--- config.mk ---
export PLATFORM = sky130hd
export DESIGN_NAME = ctrl_time_seq
export DESIGN_NICKNAME = d
export VERILOG_FILES = /design/src/rtl/ctrl_time_seq_pkg.sv /design/src/rtl/ctrl_time_prescaler.sv /design/src/rtl/ctrl_time_seq.sv
export SDC_FILE = /design/constraint.sdc
export NUM_CORES = 1
export LEC_CHECK = 0
export ABC_AREA = 1
export BUFFER_PORTS_ARGS = -buffer_cell sky130_fd_sc_hd__clkbuf_2
export CAP_MARGIN = 20
export CORE_MARGIN = 5
export CORE_UTILIZATION = 60
export DETAILED_ROUTE_END_ITERATION = 10
export GPL_TIMING_DRIVEN = 0
export HOLD_SLACK_MARGIN = 0.15
export PLACE_DENSITY = 0.94
export SLEW_MARGIN = 15
export SYNTH_ARGS = -nofsm -noshare
export SYNTH_HDL_FRONTEND = slang
export SYNTH_SLANG_ARGS = --single-unit
--- constraint.sdc ---
create_clock -name clk -period 6.24 [get_ports clk]
set_clock_uncertainty 0.15 [all_clocks]
set_input_delay 0.624 -clock clk [delete_from_list [all_inputs] [get_ports clk]]
set_output_delay 0.624 -clock clk [all_outputs]
set_load 0.05 [all_outputs]
--- src/rtl/ctrl_time_seq_pkg.sv ---
// ctrl_time_seq_pkg: shared widths and state encoding for the time-step sequencer
package ctrl_time_seq_pkg;
  localparam int CNT_W_DEF  = 12;
  localparam int DIV_W_DEF  = 8;
  localparam int STEP_W_DEF = 16;
  typedef enum logic [1:0] {
    S_IDLE = 2'd0,
    S_RUN  = 2'd1,
    S_DONE = 2'd2
  } state_t;
endpackage

--- src/rtl/ctrl_time_prescaler.sv ---
// ctrl_time_prescaler: divide-by-(div+1) counter with a registered tick in the last clock of each count
module ctrl_time_prescaler
  import ctrl_time_seq_pkg::*;
#(
  parameter int DIV_W = DIV_W_DEF
) (
  input  logic             clk,
  input  logic             rst,
  input  logic             clr,
  input  logic             en,
  input  logic [DIV_W-1:0] div,
  output logic             tick
);
  logic [DIV_W-1:0] q, nq;
  // en means the coming cycle counts; clr starts that cycle from a fresh count
  always_comb nq = (clr || tick) ? '0 : q + DIV_W'(1);
  always_ff @(posedge clk) begin
    if (rst || !en) begin
      q    <= '0;
      tick <= 1'b0;
    end else begin
      q    <= nq;
      tick <= (nq == div);
    end
  end
endmodule

--- src/rtl/ctrl_time_seq.sv ---
// ctrl_time_seq: time-step sequencer emitting per-step start pulses, a position counter and completion
module ctrl_time_seq
  import ctrl_time_seq_pkg::*;
#(
  parameter int CNT_W  = CNT_W_DEF,
  parameter int DIV_W  = DIV_W_DEF,
  parameter int STEP_W = STEP_W_DEF
) (
  input  logic              clk,
  input  logic              rst,
  input  logic              go,
  input  logic              abort,
  input  logic [CNT_W-1:0]  period,
  input  logic [DIV_W-1:0]  div,
  input  logic [STEP_W-1:0] n_steps,
  output logic              sta,
  output logic [CNT_W-1:0]  counter,
  output logic              tick,
  output logic              step_end,
  output logic              busy,
  output logic              done
);
  state_t              state;
  logic [CNT_W-1:0]    period_q;
  logic [DIV_W-1:0]    div_q, div_eff;
  logic [STEP_W-1:0]   n_steps_q, step_cnt, step_nx;
  logic                wrap, fin, run_nx;
  // period 0 wraps at all-ones naturally through the modular subtraction
  always_comb begin
    wrap    = tick && (counter == period_q - CNT_W'(1));
    step_nx = step_cnt + STEP_W'(1);
    fin     = wrap && (n_steps_q != '0) && (step_nx == n_steps_q);
    run_nx  = (state == S_IDLE) ? (go && !abort) :
              (state == S_RUN)  ? (!abort && !fin) : 1'b0;
    div_eff = (state == S_IDLE) ? div : div_q;
  end
  ctrl_time_prescaler #(.DIV_W(DIV_W)) u_pre (
    .clk  (clk),
    .rst  (rst),
    .clr  (state == S_IDLE),
    .en   (run_nx),
    .div  (div_eff),
    .tick (tick)
  );
  always_ff @(posedge clk) begin
    if (rst) begin
      state     <= S_IDLE;
      period_q  <= '0;
      div_q     <= '0;
      n_steps_q <= '0;
      step_cnt  <= '0;
      counter   <= '0;
      sta       <= 1'b0;
      step_end  <= 1'b0;
      busy      <= 1'b0;
      done      <= 1'b0;
    end else begin
      sta      <= 1'b0;
      step_end <= 1'b0;
      done     <= 1'b0;
      case (state)
        S_IDLE: begin
          counter <= '0;
          if (go && !abort) begin
            state     <= S_RUN;
            period_q  <= period;
            div_q     <= div;
            n_steps_q <= n_steps;
            step_cnt  <= '0;
            sta       <= 1'b1;
            busy      <= 1'b1;
          end else begin
            busy <= 1'b0;
          end
        end
        S_RUN: begin
          if (abort) begin
            state    <= S_IDLE;
            counter  <= '0;
            step_cnt <= '0;
            busy     <= 1'b0;
          end else if (fin) begin
            state    <= S_DONE;
            counter  <= '0;
            step_cnt <= step_nx;
            busy     <= 1'b0;
            done     <= 1'b1;
            step_end <= 1'b1;
          end else if (wrap) begin
            counter  <= '0;
            step_cnt <= step_nx;
            sta      <= 1'b1;
            step_end <= 1'b1;
          end else if (tick) begin
            counter <= counter + CNT_W'(1);
          end
        end
        default: begin
          state   <= S_IDLE;
          counter <= '0;
          busy    <= 1'b0;
        end
      endcase
    end
  end
endmodule

==> flow_metrics.tcl, run 1 <==
set metrics [dict create \
    nets 834 \
    row_count 32 \
    cts_setup_buffers 0 \
    areaGrowthSynthToFinish_pct 12.9 \
    ant_nets 0 \
    hp-start "div_q[5]$_SDFFE_PP0P_" \
    hold_buffers 0 \
    cp_slowest_cell "dfxtp_1" \
    netlist_area_sq_um 4600 \
    cts-root-buf "clkbuf_8" \
    wl_um 12600 \
    status "finished, final reports clean" \
    rsz0062_at_grt "false" \
    grt_pass1_vias 4775 \
    tritoncts "built" \
    wire_per_inst_um 14.1 \
    power_mw 1.18 \
    crit_required_ns 6.34 \
    cts.sinks 79 \
    crit_path_start_kind "register" \
    pre_cts_slack_ns 3.54 \
    setup_slack_ns 3.50 \
    place_inst 881 \
    grt_max_degree 13 \
    vdd_ir_drop_max_mv 0.163 \
    via_per_inst 5.55 \
    slew_headroom 0.597 \
    dr.first_iter.drc_count 398 \
    die_h_um 97.6 \
    synth_cell_types 39 \
    cts_made_buffers 9 \
    period_needed_ns 2.74 \
    antennaDiodeCount 0 \
    clock_path_buffers 2 \
    start_util 0.605 \
    p_sw_frac 0.321 \
    hp-class "register to register" \
    drv_cap 0 \
    place_congestion 0.939 \
    antenna_found_initial 0 \
    tightest_slew_ns 0.604 \
    port_buffers 56 \
    pwr-share-clk 0.310 \
    synth_area_per_cell_sq_um 6.37 \
    synthCells 723 \
    arrival_ns 2.84 \
    core_area_sq_um 7610 \
    rr_startpoint "step_cnt[0]$_SDFFE_PP0P_" \
    worst-path-buf-inv 0 \
    fin_cells 897 \
    path_cells "ha_1, nand3_1, nor2_1, nand2_1, nand3_1, nand3_1, nor2_1, nand2_1, nor2_1, nand3_1, nand2_1, nand2_1, nand2_2, nor2_1" \
    clk_pin_slew_ns 0.08 \
    fmax_ghz 0.365 \
    final_hold_viol_count 0 \
    fill_cells 629 \
    p_sw_mw 0.379 \
    drc_errors 0 \
    drive_above_1_share 0.130 \
    path_delay_family "simple AND/OR/NAND/NOR gates" \
    ys_ff_latch 79 \
    cp_slowest_stage_delay_ns 0.51 \
    io_pins 57 \
    p_seq_frac 0.471 \
    insertion_delay_ns 0.36 \
    dieArea_sq_um 9520 \
    synth.net_count 767 \
    path_class "register to register" \
    post_cts_resized 0 \
    firstDrtPassIters 5 \
    critical_path.endpoint_type "register" \
    synth-seq-area-share 0.344 \
    vias 4975 \
    grt_usage 0.272 \
    cts_max_level 3 \
    grt_first_pass_wirelength_um 21200 \
    whs_ns 0.327 \
    critPathMaxFanout 10 \
    overflow 0 \
    final.setup.tns_ns 0 \
    die_w_um 97.6 \
    crit_start "step_cnt[0]$_SDFFE_PP0P_" \
    combPwrFrac 0.219 \
    fin_crit_sh 0.439 \
    dp_hpwl_um 9740 \
    power.internal_mw 0.801 \
    p_per_area_nw_per_um2 227 \
    p_leak_nw 2.34 \
    synth_warnings 0 \
    setup_violations 0 \
    maxSlewViolCount 0 \
]
==> cell families (layout without fill, tap and decap cells) <==
group | after synthesis | in the layout | share of synthesized area
DFF | 79 | 79 | 0.344
and+or+nand+nor | 418 | 418 | 0.402
adders and majority gates | 4 | 4 | 0.0109
buffers and inverters | 101 | 173 | 0.0862
xor gates and xnor gates | 25 | 25 | 0.0506
muxes | 1 | 1 | 0.00217
AOI/OAI and AO/OA | 95 | 95 | 0.105
==> layout make-up <==
type                    instances  area [sq um]  share of cell area
inverters                      80           300              0.0578
clock inverters                 2          13.8             0.00265
clock buffers                  14           173              0.0332
well taps                     102           128              0.0246
repair buffers                 56           280              0.0539
multi-input cells             543          2630               0.505
flip-flops and latches         79          1580               0.304
plain buffers                  21          96.3              0.0185
==> per-stage QoR <==
| step | cell area (sq um) | util |
|---|---|---|
| after CTS | 5200 | 0.683 |
| after detailed placement | 5010 | 0.659 |
| after global routing | 5200 | 0.683 |
| final | 5200 | 0.683 |
| after floorplan | 4600 | - |
| after global placement | 5010 | 0.659 |
==> synthesized netlist by cell type (all sizes together) <==
| cell type | count | share of area |
|---|---|---|
| xor2 | 19 | 0.036 |
| nand2 | 190 | 0.16 |
| a31oi | 1 | 0.0014 |
| nand3b | 3 | 0.0076 |
| o21ai | 55 | 0.060 |
| clkinv | 5 | 0.0041 |
| xnor3 | 1 | 0.0049 |
| nand4 | 17 | 0.023 |
| a21oi | 38 | 0.042 |
| clkbuf | 14 | 0.012 |
| inv | 75 | 0.061 |
| or2 | 5 | 0.0068 |
| nand3 | 82 | 0.092 |
| nor3b | 3 | 0.0049 |
| a211oi | 1 | 0.0016 |
| ha | 4 | 0.011 |
| nor4 | 1 | 0.0014 |
| buf | 7 | 0.0092 |
| xnor2 | 5 | 0.0095 |
| and2 | 1 | 0.0014 |
| nor3 | 5 | 0.0054 |
| and3 | 1 | 0.0016 |
| dfxtp | 79 | 0.34 |
| nor2 | 110 | 0.097 |
| mux2i | 1 | 0.0022 |
==> cells in the final DEF, fill, tap and decap left out, types with 6 or more instances in the layout <==
cell / count
o21ai_0: 49
o21ai_1: 6
xor2_1: 19
nand2_1: 184
clkbuf_1: 15
clkbuf_8: 12
nand4_1: 17
clkbuf_2: 57
nand3_1: 81
nor2_1: 102
a21oi_1: 37
dfxtp_1: 79
inv_1: 71
==> tightest hold or removal path: stages, from the launching register on <==
cell and delay, ns:
dfxtp_1 0.31, inv_1 0.06, a211oi_1 0.07
==> power by group through the flow <==
| stage | registers [mW] | logic, mW | clock network [mW] |
|---|---|---|---|
| floorplan | 0.562 | 0.188 | 0 |
| global placement | 0.565 | 0.240 | 0 |
| detailed placement | 0.567 | 0.251 | 0 |
| CTS | 0.555 | 0.254 | 0.368 |
| global route | 0.559 | 0.292 | 0.394 |
| finish | 0.556 | 0.258 | 0.367 |
==> per-layer routing <==
layer / wire length, um / global-route usage / vias to the layer above
met1: 5220 / 0.337 / 2239
met2: 6000 / 0.455 / 240
met3: 1040 / 0.0503 / 32
met4: 387 / 0.125 / 0
li1: - / - / 2464
met5: 0 / 0 / -
==> path summary, 6_finish.rpt <==
check,depth (start not counted),to,slack (ns)
hold / removal,2,div_q[5]$_SDFFE_PP0P_,0.33
hold reg to reg,2,div_q[5]$_SDFFE_PP0P_,0.33
setup reg to reg,14,u_pre.q[6]$_SDFF_PP0_,3.50
setup / recovery,14,u_pre.q[6]$_SDFF_PP0_,3.50
==> sequential cells by signal (all words and copies together) (netlist names) <==
register    count
busy            1
counter        12
div_q           8
done            1
n_steps_q      16
period_q       12
sta             1
state           2
step_cnt       16
step_end        1
u_pre.q         8
u_pre.tick      1
Power figures use the tool's default switching activity.
==> run 2: changes to the inputs <==
--- a/config.mk
+++ b/config.mk
@@ -5,15 +5,15 @@
 export SDC_FILE = /design/constraint.sdc
 export NUM_CORES = 1
 export LEC_CHECK = 0
-export ABC_AREA = 1
+export ABC_AREA = 0
 export BUFFER_PORTS_ARGS = -buffer_cell sky130_fd_sc_hd__clkbuf_2
 export CAP_MARGIN = 20
 export CORE_MARGIN = 5
-export CORE_UTILIZATION = 60
+export CORE_UTILIZATION = 53
 export DETAILED_ROUTE_END_ITERATION = 10
 export GPL_TIMING_DRIVEN = 0
 export HOLD_SLACK_MARGIN = 0.15
-export PLACE_DENSITY = 0.94
+export PLACE_DENSITY = 0.89
 export SLEW_MARGIN = 15
 export SYNTH_ARGS = -nofsm -noshare
 export SYNTH_HDL_FRONTEND = slang
==> constraint.sdc (replaced) <==
create_clock -name clk -period 2.4 [get_ports clk]
set_clock_uncertainty 0.15 [all_clocks]
set_input_delay 0.24 -clock clk [delete_from_list [all_inputs] [get_ports clk]]
set_output_delay 0.24 -clock clk [all_outputs]
set_load 0.05 [all_outputs]
==> run 2 against run 1 <==
Against the previous run:
- synthesized cell count decreased by 19%
- clock power increased to 2.5 times the previous value
- first-iteration DRC count up 42%
- setup slack worse by 3.8 ns
- power is 140% higher
- register-to-register slack lost 3.8 ns
- sequential share of layout area shrank 5.0 points
- the run now ends with negative setup slack left
==> flow_metrics.tcl, run 2 <==
set metrics [dict create \
    die_h_um 104 \
    dr.first_iter.drc_count 567 \
    p_seq_frac 0.488 \
    final_hold_viol_count 0 \
    synth_top_family_by_area "simple AND/OR/NAND/NOR gates" \
    violations "negative setup slack" \
    crit_required_ns 2.50 \
    yosysMostFrequentCell "nand2_1" \
    synth_compound_area_frac 0.198 \
    whs_ns 0.325 \
    synth_cell_types 65 \
    p_per_area_nw_per_um2 449 \
    synth_warnings 0 \
    synth_top_cell_area_share 0.340 \
    arrival_ns 2.76 \
    cts-root-buf "clkbuf_8" \
    layout_commonest_cell "nand2_1" \
    synth_edf_count 0 \
    grt_max_degree 14 \
    hp-class "register to register" \
    ys.flop_type "dfxtp_1" \
    areaGrowthSynthToFinish_pct 35.4 \
    cts_max_level 3 \
    synth_common_cells "nand2_1 (103), dfxtp_1 (79), a21oi_1 (54)" \
    place_congestion 0.940 \
    pwr-share-clk 0.327 \
    power.internal_mw 1.98 \
    dieArea_sq_um 10800 \
    period_needed_ns 2.66 \
    row_count 34 \
    tightest_slew_ns 0.691 \
    wire_per_inst_um 18.9 \
    wl_um 15600 \
    status "finished, violations left" \
    power_mw 2.83 \
    ys_ff_latch 79 \
    final_cell_mix "nand2_1 (101), dfxtp_1 (68), clkbuf_2 (58), a21oi_1 (51), nor2_1 (42)" \
    via_per_inst 6.25 \
    antenna_found_initial 0 \
    die_w_um 104 \
    overflow 0 \
    drv_cap 0 \
    slew_headroom 0.536 \
    start_util 0.539 \
    io_pins 57 \
    critical_path.endpoint_type "register" \
    setup_slack_ns -0.264 \
    synth.net_count 633 \
    synthCells 589 \
    crit_path_start_kind "register" \
    synth-seq-area-share 0.340 \
    core_area_sq_um 8640 \
    tritoncts "built" \
    synth_top_area_cell "dfxtp_1" \
    drc_errors 0 \
    synth_area_per_cell_sq_um 7.90 \
    multi_input_area_sq_um 3280 \
    synthSimpleGateAreaFrac 0.295 \
    synthAdderAreaFrac 0.0108 \
    port_buffers 56 \
    p_leak_nw 2.34 \
    grt_usage 0.279 \
    critPathMaxFanout 5 \
    cts.sinks 79 \
    antennaDiodeCount 0 \
    grt_pass1_vias 5080 \
    pre_cts_slack_ns -0.628 \
    grt_first_pass_wirelength_um 25100 \
    vias 5161 \
    rsz0062_at_grt "true" \
    cts_made_buffers 9 \
    synth_area_leaders "dfxtp_1 (34%), nand2_1 (8.3%), a21oi_1 (5.8%)" \
    drive_above_1_share 0.279 \
    dp_hpwl_um 9510 \
    insertion_delay_ns 0.36 \
    reg_top3 "n_steps_q: 16 flops, step_cnt: 16 flops" \
    synthMuxAreaShare 0.0110 \
    vdd_ir_drop_max_mv 0.357 \
    combPwrFrac 0.185 \
    p_sw_frac 0.300 \
    fill_cells 562 \
    clock_path_buffers 2 \
    maxSlewViolCount 0 \
    clk_pin_slew_ns 0.09 \
    asyncSetResetFlopFracSynth 0 \
    p_sw_mw 0.848 \
    setup_violations 35 \
    ant_nets 0 \
    fmax_ghz 0.375 \
    nets 757 \
    path_class "register to register" \
    firstDrtPassIters 5 \
    synthXorXnorAreaFrac 0.0979 \
    netlist_area_sq_um 4650 \
    fin_crit_sh 1.11 \
    seq_area_sq_um 1600 \
]
==> run 2: changes by cell type in the layout (fill, tap and decap cells not counted), moves of 9 or more <==
cell and delta:
a21oi_1 +14, inv_1 -65, xnor2_1 +19, buf_6 +9
nand2_1 -83, nand3_1 -64, o21ai_0 -34, buf_4 +20
nor2_1 -60, dfxtp_1 -11, nor2b_1 +11, dlygate4sd3_1 +37
==> run 2: routing by layer <==
metal,routed length [um],GRT usage,vias up
li1,-,-,2348
met3,1230,0.0529,51
met1,6210,0.337,2448
met5,0,0,-
met4,544,0.130,0
met2,7650,0.475,314
==> run 2: kinds of logic after synthesis <==
| family | after synthesis |
|---|---|
| AOI/OAI and AO/OA | 130 |
| adders and majority gates | 4 |
| DFF | 79 |
| and+or+nand+nor | 271 |
| muxes | 5 |
| buffers and inverters | 48 |
| xor gates and xnor gates | 52 |
==> run 2: final timing paths <==
check / start / end / slack (ns) / cells after the start
max: period_q[0]$_SDFFE_PP0P_ / step_cnt[6]$_SDFFE_PP0P_ / -0.26 / 11
min: div_q[2]$_SDFFE_PP0P_ / div_q[2]$_SDFFE_PP0P_ / 0.33 / 2
max reg2reg: period_q[0]$_SDFFE_PP0P_ / step_cnt[6]$_SDFFE_PP0P_ / -0.26 / 11
min reg2reg: div_q[2]$_SDFFE_PP0P_ / div_q[2]$_SDFFE_PP0P_ / 0.33 / 2
==> run 2: power by group through the flow <==
stage | logic (mW) | registers (mW) | clock network (mW)
detailed placement | 0.331 | 1.41 | 0
floorplan | 0.234 | 1.40 | 0
global placement | 0.319 | 1.40 | 0
CTS | 0.469 | 1.38 | 0.914
finish | 0.524 | 1.38 | 0.925
global route | 0.556 | 1.38 | 0.969
==> run 2: stage by stage <==
stage	area [sq um]	TNS, ns	utilization	std cells
after floorplan	4700	-0.000485	-	589
after global placement	5110	-10.87	0.592	753
after detailed placement	5110	-11.60	0.592	753
after CTS	6220	-4.57	0.720	826
after global routing	6300	-8.02	0.729	826
final	6300	-6.11	0.729	826
==> run 2: timing repair <==
item                                    CTS  global route
endpoints found under the setup margin   35            42
gates resized for setup                  83            18
buffers inserted                         21             1
cloned                                    4             0
pin swaps                                38             9
hold buffers                             37             0
endpoints found under the hold margin    38             0
==> run 2: area by class of cell <==
class / instances / area share
Multi-Input combinational cell: 463 / 0.520
Sequential cell: 79 / 0.254
Timing Repair Buffer: 117 / 0.138
Buffer: 34 / 0.0320
Clock buffer: 11 / 0.0224
Tap cell: 108 / 0.0215
Inverter: 9 / 0.00576
Clock inverter: 5 / 0.00536
==> run 2: critical path, stage by stage (launching register included) <==
cell and delay (ns):
dfxtp_4 0.40, inv_4 0.05, ha_4 0.17, buf_4 0.14
nor4b_4 0.14, or3_1 0.31, a22o_1 0.25, a31oi_4 0.23
o2111ai_4 0.22, buf_6 0.21, a41oi_2 0.16, o31ai_2 0.09
